### src/rtl/seg7_scan_driver.sv
// rtl/seg7_scan_driver.sv - six-digit multiplexed seven-segment scan driver
// Frame-snapshotted digits with blank interval, leading-zero suppression and blink.
module seg7_scan_driver #(
    parameter int SCAN_DIV     = 50000,
    parameter int BLANK_CYCLES = 500,
    parameter int BLINK_FRAMES = 64
) (
    input  logic       clk,
    input  logic       rst,
    input  logic [6:0] seg_points_2,
    input  logic [6:0] seg_points_1,
    input  logic [6:0] seg_points_0,
    input  logic [6:0] seg_timer_1,
    input  logic [6:0] seg_timer_0,
    input  logic [6:0] seg_level,
    input  logic       done,
    input  logic       zero_blank_en,
    output logic [6:0] seg_out,
    output logic [5:0] dig_en,
    output logic       frame_tick
);
    localparam int CW = (SCAN_DIV > 1) ? $clog2(SCAN_DIV) : 1;
    localparam int FW = (BLINK_FRAMES > 1) ? $clog2(BLINK_FRAMES) : 1;
    localparam logic [CW-1:0] CYC_LAST       = CW'(SCAN_DIV - 1);
    localparam logic [CW-1:0] CYC_BLANK_LAST = CW'(BLANK_CYCLES - 1);
    localparam logic [FW-1:0] FRAME_LAST     = FW'(BLINK_FRAMES - 1);
    localparam logic [6:0]    ZERO_PAT       = 7'b0111111;

    typedef enum logic {
        ST_BLANK,
        ST_DRIVE
    } state_t;

    state_t          state_q, state_d;
    logic [CW-1:0]   cyc_q, cyc_d;
    logic [2:0]      slot_q, slot_d;
    logic [FW-1:0]   frame_q, frame_d;
    logic            phase_q, phase_d;
    logic [5:0][6:0] pat_q, pat_d;
    logic            done_sh_q, done_sh_d;
    logic            zbe_sh_q, zbe_sh_d;
    logic [6:0]      seg_out_q, seg_out_d;
    logic [5:0]      dig_en_q, dig_en_d;

    logic            frame_start;
    logic            cyc_wrap;
    logic            suppress;
    logic [6:0]      seg_sel;

    always_comb begin
        frame_start = (slot_q == 3'd0) && (cyc_q == '0);
        cyc_wrap    = (cyc_q == CYC_LAST);

        cyc_d     = cyc_wrap ? '0 : cyc_q + CW'(1);
        slot_d    = slot_q;
        state_d   = state_q;
        frame_d   = frame_q;
        phase_d   = phase_q;
        pat_d     = pat_q;
        done_sh_d = done_sh_q;
        zbe_sh_d  = zbe_sh_q;

        if (cyc_wrap) begin
            slot_d = (slot_q == 3'd5) ? 3'd0 : slot_q + 3'd1;
        end

        case (state_q)
            ST_BLANK: if (cyc_q == CYC_BLANK_LAST) state_d = ST_DRIVE;
            ST_DRIVE: if (cyc_wrap) state_d = ST_BLANK;
            default:  state_d = ST_BLANK;
        endcase

        // Blink bookkeeping uses the done flag captured at the previous frame start.
        if (frame_start) begin
            pat_d     = {seg_level, seg_timer_0, seg_timer_1,
                         seg_points_0, seg_points_1, seg_points_2};
            done_sh_d = done;
            zbe_sh_d  = zero_blank_en;
            if (!done_sh_q) begin
                frame_d = '0;
                phase_d = 1'b0;
            end else if (frame_q == FRAME_LAST) begin
                frame_d = '0;
                phase_d = ~phase_q;
            end else begin
                frame_d = frame_q + FW'(1);
            end
        end

        suppress = 1'b0;
        seg_sel  = 7'd0;
        case (slot_q)
            3'd0: begin
                seg_sel  = pat_q[0];
                suppress = zbe_sh_q && (pat_q[0] == ZERO_PAT);
            end
            3'd1: begin
                seg_sel  = pat_q[1];
                suppress = zbe_sh_q && (pat_q[0] == ZERO_PAT) && (pat_q[1] == ZERO_PAT);
            end
            3'd2: seg_sel = pat_q[2];
            3'd3: begin
                seg_sel  = pat_q[3];
                suppress = zbe_sh_q && (pat_q[3] == ZERO_PAT);
            end
            3'd4: seg_sel = pat_q[4];
            3'd5: seg_sel = pat_q[5];
            default: seg_sel = 7'd0;
        endcase

        seg_out_d = 7'd0;
        dig_en_d  = 6'd0;
        if ((state_q == ST_DRIVE) && !suppress && !phase_q) begin
            seg_out_d = seg_sel;
            dig_en_d  = 6'b000001 << slot_q;
        end
    end

    always_ff @(posedge clk) begin
        if (rst) begin
            state_q   <= ST_BLANK;
            cyc_q     <= '0;
            slot_q    <= 3'd0;
            frame_q   <= '0;
            phase_q   <= 1'b0;
            pat_q     <= '0;
            done_sh_q <= 1'b0;
            zbe_sh_q  <= 1'b0;
            seg_out_q <= 7'd0;
            dig_en_q  <= 6'd0;
        end else begin
            state_q   <= state_d;
            cyc_q     <= cyc_d;
            slot_q    <= slot_d;
            frame_q   <= frame_d;
            phase_q   <= phase_d;
            pat_q     <= pat_d;
            done_sh_q <= done_sh_d;
            zbe_sh_q  <= zbe_sh_d;
            seg_out_q <= seg_out_d;
            dig_en_q  <= dig_en_d;
        end
    end

    assign seg_out    = seg_out_q;
    assign dig_en     = dig_en_q;
    assign frame_tick = frame_start && !rst;
endmodule

### config.mk
export PLATFORM = sky130hd
export DESIGN_NAME = seg7_scan_driver
export DESIGN_NICKNAME = d
export VERILOG_FILES = /design/src/rtl/seg7_scan_driver.sv
export SDC_FILE = /design/constraint.sdc
export NUM_CORES = 1
export LEC_CHECK = 0
export ABC_AREA = 1
export CAP_MARGIN = 25
export CELL_PAD_IN_SITES_DETAIL_PLACEMENT = 0
export CELL_PAD_IN_SITES_GLOBAL_PLACEMENT = 1
export CORE_UTILIZATION = 35
export CTS_CLUSTER_SIZE = 12
export DETAILED_ROUTE_END_ITERATION = 12
export PLACE_DENSITY = 0.77
export SLEW_MARGIN = 20
export SYNTH_ARGS = -nofsm -noshare
export SYNTH_HDL_FRONTEND = slang
export SYNTH_SLANG_ARGS = --single-unit
### constraint.sdc
create_clock -name clk -period 2.1 [get_ports clk]
set_input_delay 0.21 -clock clk [delete_from_list [all_inputs] [get_ports clk]]
set_output_delay 0.21 -clock clk [all_outputs]
set_load 0.005 [all_outputs]
## Yosys cells after proc, flatten, opt, wreduce, memory -nomap -nowiden

Index checks and enable logic that the tools add are counted.

| word-level totals | value |
|---|---|
| bits in latches | 0 |
| memory bits (writable) | 0 |
| memories kept | 0 |
| ROM bits | 0 |
| output and inout port bits | 14 |
| logic and storage cells | 59 |
| bits in registers | 84 |
| input port bits | 46 |

| cells by class | value |
|---|---|
| $lt $le $gt $ge | 0 |
| bitwise logic cells | 3 |
| multipliers | 0 |
| reductions and logical operators | 15 |
| shift operators | 1 |
| add/subtract/negate cells | 3 |
| multiplexer cells | 10 |
| div/mod/pow operators | 0 |
| equality and inequality tests | 12 |

Operators by type and width:

| kind | number |
|---|---|
| 7-bit one-hot mux with 6 select lines | 1 |
| 7-bit by 6-bit equality test with 1-bit output, second input constant | 3 |
| 16-bit by 1-bit adder with 16-bit output, second input constant | 1 |
| 16-bit equality test, second input constant | 1 |
| 16-bit by 9-bit equality test with 1-bit output, second input constant | 1 |
| 16-bit zero test | 1 |
| 6-bit 2-to-1 mux | 2 |
| 1-bit logical AND | 7 |
| 6-bit by 1-bit adder with 6-bit output, second input constant | 1 |
| 3-bit by 2-bit equality test with 1-bit output, second input constant | 2 |
| 3-bit equality test, second input constant | 2 |
| 6-bit equality test, second input constant | 1 |
| 1-bit by 3-bit left shift with 6-bit output, first input constant | 1 |
| 1-bit 2-to-1 mux | 4 |
| 2-bit OR reduction | 2 |
| 3-bit by 1-bit adder with 3-bit output, second input constant | 1 |
| 3-bit by 1-bit equality test with 1-bit output, second input constant | 1 |
| 1-bit zero test | 3 |
| 3-bit zero test | 1 |
| 3-bit 2-to-1 mux | 1 |
| 1-bit inverter | 3 |
| 1-bit one-hot mux with 3 select lines | 1 |
| 2-bit by 1-bit inequality test with 1-bit output, second input constant | 1 |
| 1-bit one-hot mux with 2 select lines | 1 |
| 2-bit AND reduction | 1 |

## Longest topological paths before layout

Gate-level depths: netlist of run 1.

| logic depth | value |
|---|---|
| word-level depth | 9 |
| gate-level depth with buffers | 10 |

## Least setup slack after synthesis of run 1

Ideal clock, no wire load.

| timing path | value |
|---|---|
| path kind | flip-flop to flip-flop |
| start | reg slot_q[1] |
| end | reg seg_out_q[0] (netlist: seg_out[0]) |
| path buffers | 1 |
| cell stages (with the launch flop) | 11 |
| setup time | 121 ps |
| path slack | 564 ps |
| arrival time | 1416 ps |
| cell sequence | dfxtp_1 > nand2_1 > inv_1 > ha_1 > clkbuf_1 > nand2_1 > nand3b_1 > nand2_1 > nand2_1 > nand3_1 > nor2_1 |

| on the way | value |
|---|---|
| word-level cells in the longest chain between the ends | 7 |
| elaborated cells on any way between the ends | 13 |
| classes of those cells | 5 x eq/ne; 2 x mux; 1 x bitwise; 5 x reduce/logical |

RTL lines:

| item | line | RTL |
|---|---|---|
| start, declared | 36 | `logic [2:0] slot_q, slot_d;` |
| start signal, assigned | 134 | `slot_q <= slot_d;` |
| 3-bit by 2-bit equality test with 1-bit output, or another cell as far along | 92 | `case (slot_q)` |
| 1-bit one-hot mux with 3 select lines | 92 |  |
| 1-bit zero test | 113 | `if ((state_q == ST_DRIVE) && !suppress && !phase_q) begin` |
| 1-bit logical AND (2 in series) | 113 |  |
| 1-bit inverter (no line) | -- |  |
| 2-bit OR reduction (no line) | -- |  |
| end signal, assigned | 140 | `seg_out_q <= seg_out_d;` |
| end, declared | 42 | `logic [6:0] seg_out_q, seg_out_d;` |

Several ways; a longest one is shown, not always the timed one.
A chain may end at the register's enable or synchronous reset.

## Worst setup path after layout of run 1

| timing path | value |
|---|---|
| start | reg cyc_q[11] |
| end | out frame_tick |

| on the way | value |
|---|---|
| word-level cells in the longest chain between the ends | 3 |

RTL lines:

| item | line | RTL |
|---|---|---|
| start, declared | 35 | `logic [CW-1:0] cyc_q, cyc_d;` |
| start signal, assigned | 133 | `cyc_q <= cyc_d;` |
| 16-bit zero test | 51 | `frame_start = (slot_q == 3'd0) && (cyc_q == '0);` |
| 1-bit logical AND | 51 |  |
| 1-bit logical AND | 147 | `assign frame_tick = frame_start && !rst;` |
| end, declared | 20 | `output logic frame_tick` |

Every way passes these cells.

==> reports/summary.txt, run 1 <==
CTS H-tree lvls - 3
Total grt overflow - 0
Worst reg-to-reg setup slack - 0.30 ns
Commonest non-fill, non-tap cell in the layout - nand2_1
WS Path Type - reg -> out
TritonRoute pass-1 iters - 4
Synth Area in Simple Gates - 35.9%
Combinational power share - 11.3%
First-pass GRT wire length - 15700 um
Seq/Total Area, Yosys - 44.9%
Slowest stage delay, CP - 0.36 ns
Share of the synthesized area in the top cell type - 44.9%
Worst-case clock skew - 0.0152 ns
Worst Tran Pin Value - 0.603 ns
Max-cap violations - 0
Worst Path Required - 1.89 ns
Multi-input gate area - 1820 sq um
Final RePlAce weighted congestion - 0.856
Num ports - 60
Post-CTS Setup Bufs - 0
Worst Setup SP - cyc_q[11]
Xor and xnor area share after synthesis - 0.936%
DP Wirelength - 6880 um
Worst setup SP type - flop
Vias - 3487
Post-synth EDFFs - 0
# DRC - 0
Final setup viols - 0
Largest net degree at the start of global routing - 54
Final core utilization - 45.0%
LEAKAGE - 1.75 nW
Fill cells - 1109
Pint - 0.00254 W
Register area - 1680 sq um
Switching part of the total - 26.6%
Drt initial violations - 151
Worst hold path cell count - 4
Hold Path Sink - dig_en[5]
R2R Path Start - slot_q[0]
Die W - 105 um
Syn Area/Cell - 7.02 sq um
Root Driver - clkbuf_8
Via density - 4.78
Post-synthesis mux area share - 0%
Setup crit end kind - primary output
Final net count - 639
Compound-Gate Fraction of Synth Area - 10.2%
Share of cells above drive strength 1 - 7.41%
GRT Total Usage - 17.9%
Clock Sinks - 84
Post-synth top area cell - dfxtp_1
Main combinational cell family by area after synthesis - simple AND/OR/NAND/NOR gates
Syn_nets - 583
Clock Path Buffers - 2
Routed WL per cell - 12.9 um
Initial antenna violation count - 0
Flop pwr share - 50.1%
Skew-Pair Late Insertion Delay - 0.36 ns
Initial Utilization - 36.1%
P&R area growth vs syn - 24.7%
Number of slew-limit violations in the final report - 0
WP data arrival - 1.66 ns
Setup TNS - 0 ns
Rows - 37
Power share of the clock group - 38.5%
Clock Pin Slew Worst Setup and Hold Paths - 0.09 ns
Largest fanout on the critical path - 5
Antenna cells - 0
Worst Hold Class - in -> reg
Tmin final - 1.87 ns
PD cells - 742 nW/um^2
Status - complete, no violations
# port buffers - 59
Main synth FF type - dfxtp_1
Final wirelength - 9440 um
CTS tree - built
Ys Warns - 0
Worst Reg-to-Reg Cells - 9
Total Die Area - 11100 sq um
CTS Buf Count - 9
Chip height - 105 um
Psw - 0.000920 W
Synth async-reset ratio - 0%
Worst VDD drop - 0.000293 V
Rel. slew slack - 59.8%
Post-DRT Antenna Nets - 0
Vias in the first global route - 3161
Crit-path cells - nor2_2 > inv_1 > nor3_2 > nand3b_1 > nor4_2 > dlygate4sd2_1
Commonest cells after routing, fill and taps aside - 197 x nand2_1, 84 x dfxtp_1, 59 x a21oi_1, 57 x clkdlybuf4s50_1, 56 x nor2_1
Worst reg2reg path endpoint - seg_out[1]
Critical path's slowest cell - dfxtp_1
RSZ-0062 raised after global routing - false
Final hold violation count - 0
Synth Area in Adders - 1.34%
Fmax - 535 MHz
Yosys cell types - 32
Mapped Cells - 533
Final Cycle Share - 89.0%
Synthesized cell area - 3740 sq um
Ranking of synthesized cells by area - dfxtp_1 45%, nand2_1 20%, a21oi_1 7.9%
Min-delay src - rst
Core ar. - 10400 sq um
FF+latch count, synth - 84
cell families (layout without fill, tap and decap cells):
| family | Yosys count | in the layout |
|---|---|---|
| flops | 84 | 84 |
| fa+ha+maj | 4 | 4 |
| compound gates | 72 | 72 |
| xor+xnor | 4 | 4 |
| simple gates | 315 | 315 |
| buf+inv | 54 | 115 |
timing repair:
item	CTS	global route
setup endpoints to repair	1	0
hold buffers	0	0
resized for setup	4	0
worst max-delay path by stage:
| stage | depth (start not counted) | slack, ns | endpoint |
|---|---|---|---|
| after floorplan | 10 | 0.56 | seg_out[0] |
| after global placement | 6 | 0.25 | frame_tick |
| after detailed placement | 6 | 0.22 | frame_tick |
| after CTS | 6 | 0.20 | frame_tick |
| after global routing | 6 | 0.06 | frame_tick |
| final | 6 | 0.23 | frame_tick |
cell type report:
class	count	area share [%]
repair buffers	64	13.6
well taps	136	3.64
clock buffers	9	2.65
flip-flops and latches	84	36.0
clock inverters	7	2.28
inverters	35	2.89
multi-input cells	395	38.9
cells in the mapped netlist, types with 5 or more instances:
cell type,number
nand2_1,197
dfxtp_1,84
a21oi_1,59
nor2_1,57
inv_1,31
nand3_1,22
nand4_1,8
clkbuf_1,7
nor3_1,7
buf_2,6
nor2_2,6
o21ai_0,6
buf_6,5
nor3_2,5
critical path: cells and delay by family, from the launching register on:
family                 cells  cell delay [ns]
AND/OR/NAND/NOR            4             0.60
buffers and inverters      2             0.35
flip-flops                 1             0.36
metrics by stage:
step                hold slack [ns]  total power, W  worst slack, ns  instances  cell area [sq um]
detailed placement            0.456         0.00217            0.222        714               4430
floorplan                     0.353         0.00201            0.564        533               3740
finish                        0.338         0.00346            0.231        730               4670
global placement              0.445         0.00217            0.255        714               4430
global route                  0.331         0.00364           0.0585        730               4670
CTS                           0.317         0.00350            0.204        730               4670
layer usage:
metal / vias up / routed length (um) / global-route usage (%)
met5: - / 0 / 0
met1: 1587 / 4730 / 25.0
li1: 1816 / - / -
met4: 0 / 112 / 5.13
met2: 73 / 4180 / 27.4
met3: 11 / 422 / 4.14
sequential cells by signal, indices dropped and copies added (netlist names):
signal,count
state_q,1
pat_q,42
done_sh_q,1
cyc_q,16
zbe_sh_q,1
phase_q,1
frame_q,6
dig_en,6
seg_out,7
slot_q,3
power by group through the flow:
stage / Clock, W / Sequential, W / Combinational [W]
CTS: 0.00137 / 0.00174 / 0.000400
detailed placement: 0 / 0.00177 / 0.000399
finish: 0.00133 / 0.00174 / 0.000393
global route: 0.00145 / 0.00175 / 0.000443
floorplan: 0 / 0.00175 / 0.000261
global placement: 0 / 0.00177 / 0.000395
Power figures use the tool's default switching activity.
==> run 2: changes to the inputs <==
--- a/config.mk
+++ b/config.mk
@@ -10,8 +10,8 @@
 export CELL_PAD_IN_SITES_DETAIL_PLACEMENT = 0
 export CELL_PAD_IN_SITES_GLOBAL_PLACEMENT = 1
 export CORE_UTILIZATION = 35
-export CTS_CLUSTER_SIZE = 12
 export DETAILED_ROUTE_END_ITERATION = 12
+export MAX_ROUTING_LAYER = met4
 export PLACE_DENSITY = 0.77
 export SLEW_MARGIN = 20
 export SYNTH_ARGS = -nofsm -noshare
==> run 2 against run 1 <==
  * Maximum frequency increased by 0.13%
  * Combinational power about the same
  * Largest power group unchanged
  * Clock power about the same
  * Sequential cell count unchanged
  * Setup slack improved by 0.0025 ns
  * First-iteration DRC count decreased by 2.6%
  * Cell count unchanged
  * Critical endpoint unchanged
  * Register-to-register slack about the same
  * Design area unchanged
==> reports/summary.txt, run 2 (same netlist as run 1, synthesis figures left out) <==
Chip height - 105 um
Status - complete, no violations
Largest net degree at the start of global routing - 54
Worst reg-to-reg setup slack - 0.29 ns
Min-delay src - rst
Worst VDD drop - 0.000294 V
Worst hold path cell count - 4
R2R Path Start - slot_q[0]
Clock Path Buffers - 2
Fill cells - 1109
Clock Sinks - 84
CP Buf/Inv Count - 2
Drt initial violations - 147
Worst Hold Class - in -> reg
Hold_ws - 0.334 ns
Critical path's slowest cell - dfxtp_1
Crit-path cells - nor2_2 > inv_1 > nor3_2 > nand3b_1 > nor4_2 > dlygate4sd2_1
Slowest stage delay, CP - 0.36 ns
Worst Path Required - 1.89 ns
Post-DRT Antenna Nets - 0
DP Wirelength - 6880 um
Worst reg2reg path endpoint - seg_out[1]
Final wirelength - 9460 um
Largest Register - pat_q
Worst Reg-to-Reg Cells - 9
Top delay family on crit path - simple AND/OR/NAND/NOR gates
Rows - 37
Rel. slew slack - 60.6%
Setup TNS - 0 ns
Total grt overflow - 0
RSZ-0062 raised after global routing - false
CTS Hold Bufs - 0
# port buffers - 59
Fmax - 536 MHz
Via density - 4.77
Max reg flops - 42
Setup crit end kind - primary output
Final hold violation count - 0
CTS Buf Count - 9
Worst setup SP type - flop
PD cells - 742 nW/um^2
CTS tree - built
Die W - 105 um
Max-cap violations - 0
Final RePlAce weighted congestion - 0.870
P&R area growth vs syn - 24.7%
Total Die Area - 11100 sq um
Initial antenna violation count - 0
Worst Tran Pin Value - 0.591 ns
Final net count - 639
Share of cells above drive strength 1 - 7.41%
LEAKAGE - 1.75 nW
Routed WL per cell - 13.0 um
Commonest cells after routing, fill and taps aside - 197 x nand2_1, 84 x dfxtp_1, 59 x a21oi_1, 57 x clkdlybuf4s50_1, 56 x nor2_1
Number of slew-limit violations in the final report - 0
GRT Total Usage - 18.5%
Final setup viols - 0
Vias - 3485
Hold Path Sink - dig_en[5]
Clock Pin Slew Worst Setup and Hold Paths - 0.09 ns
First-pass GRT wire length - 15700 um
Tmin final - 1.87 ns
CTS H-tree lvls - 3
Root Driver - clkbuf_8
Initial Utilization - 36.1%
# DRC - 0
Largest fanout on the critical path - 5
Post-CTS Setup Bufs - 0
Core ar. - 10400 sq um
Skew-Pair Late Insertion Delay - 0.36 ns
Commonest non-fill, non-tap cell in the layout - nand2_1
Worst-case clock skew - 0.0144 ns
Num ports - 60
Final Cycle Share - 88.9%
WP data arrival - 1.66 ns
WS Path Type - reg -> out
TritonRoute pass-1 iters - 4
Vias in the first global route - 3158
Antenna cells - 0
[run 2: cell counts in the layout (fill, tap and decap cells not counted)]
No cell type changed its count.
[run 2: metal layers]
layer / up-vias / global-route usage, % / wire length, um
met1: 1587 / 25.0 / 4730
met4: 0 / 4.83 / 72
met5: - / - / 0
met3: 4 / 4.39 / 389
met2: 75 / 27.5 / 4270
li1: 1819 / - / -
[run 2: final cells by class]
class,instances,area (sq um),share of cell area (%)
Clock buffer,9,124,2.65
Tap cell,136,170,3.64
Clock inverter,7,106,2.28
Inverter,35,135,2.89
Sequential cell,84,1680,36.0
Timing Repair Buffer,64,634,13.6
Multi-Input combinational cell,395,1820,38.9
[run 2: power breakdown]
group	internal, W	leakage (nW)	switching, W
logic	0.000178	0.948	0.000214
clock network	0.000691	0.116	0.000642
registers	0.00168	0.686	0.0000626
total	0.00254	1.75	0.000919
[run 2: worst max path at each step]
stage          depth (start not counted)         end      start
2_1_floorplan                         10  seg_out[0]  slot_q[1]
3_3_place_gp                           6  frame_tick  cyc_q[11]
3_5_place_dp                           6  frame_tick  cyc_q[11]
4_1_cts                                6  frame_tick  cyc_q[11]
5_1_grt                                6  frame_tick  cyc_q[11]
6_report                               6  frame_tick  cyc_q[11]
[run 2: per-stage QoR]
| stage | cell area, sq um | setup slack, ns | util (%) | instances | total power, W |
|---|---|---|---|---|---|
| floorplan | 3740 | 0.564 | - | 533 | 0.00201 |
| global placement | 4430 | 0.255 | 42.7 | 714 | 0.00217 |
| detailed placement | 4430 | 0.222 | 42.7 | 714 | 0.00217 |
| CTS | 4670 | 0.204 | 45.0 | 730 | 0.00350 |
| global route | 4670 | 0.0572 | 45.0 | 730 | 0.00364 |
| finish | 4670 | 0.233 | 45.0 | 730 | 0.00346 |
[run 2: timing repair]
item | in CTS | in global routing
hold endpoints to repair | 0 | 0
resized for setup | 4 | 0
setup endpoints to repair | 1 | 0
[run 2: worst register-to-register path, cell delays in order, from the launching register on]
cell	delay [ns]
dfxtp_1	0.43
nand2_1	0.08
inv_1	0.08
ha_1	0.31
nand2_1	0.15
nand3b_1	0.19
nand2_1	0.08
nand2_1	0.06
nand3_1	0.24
nor2_1	0.07
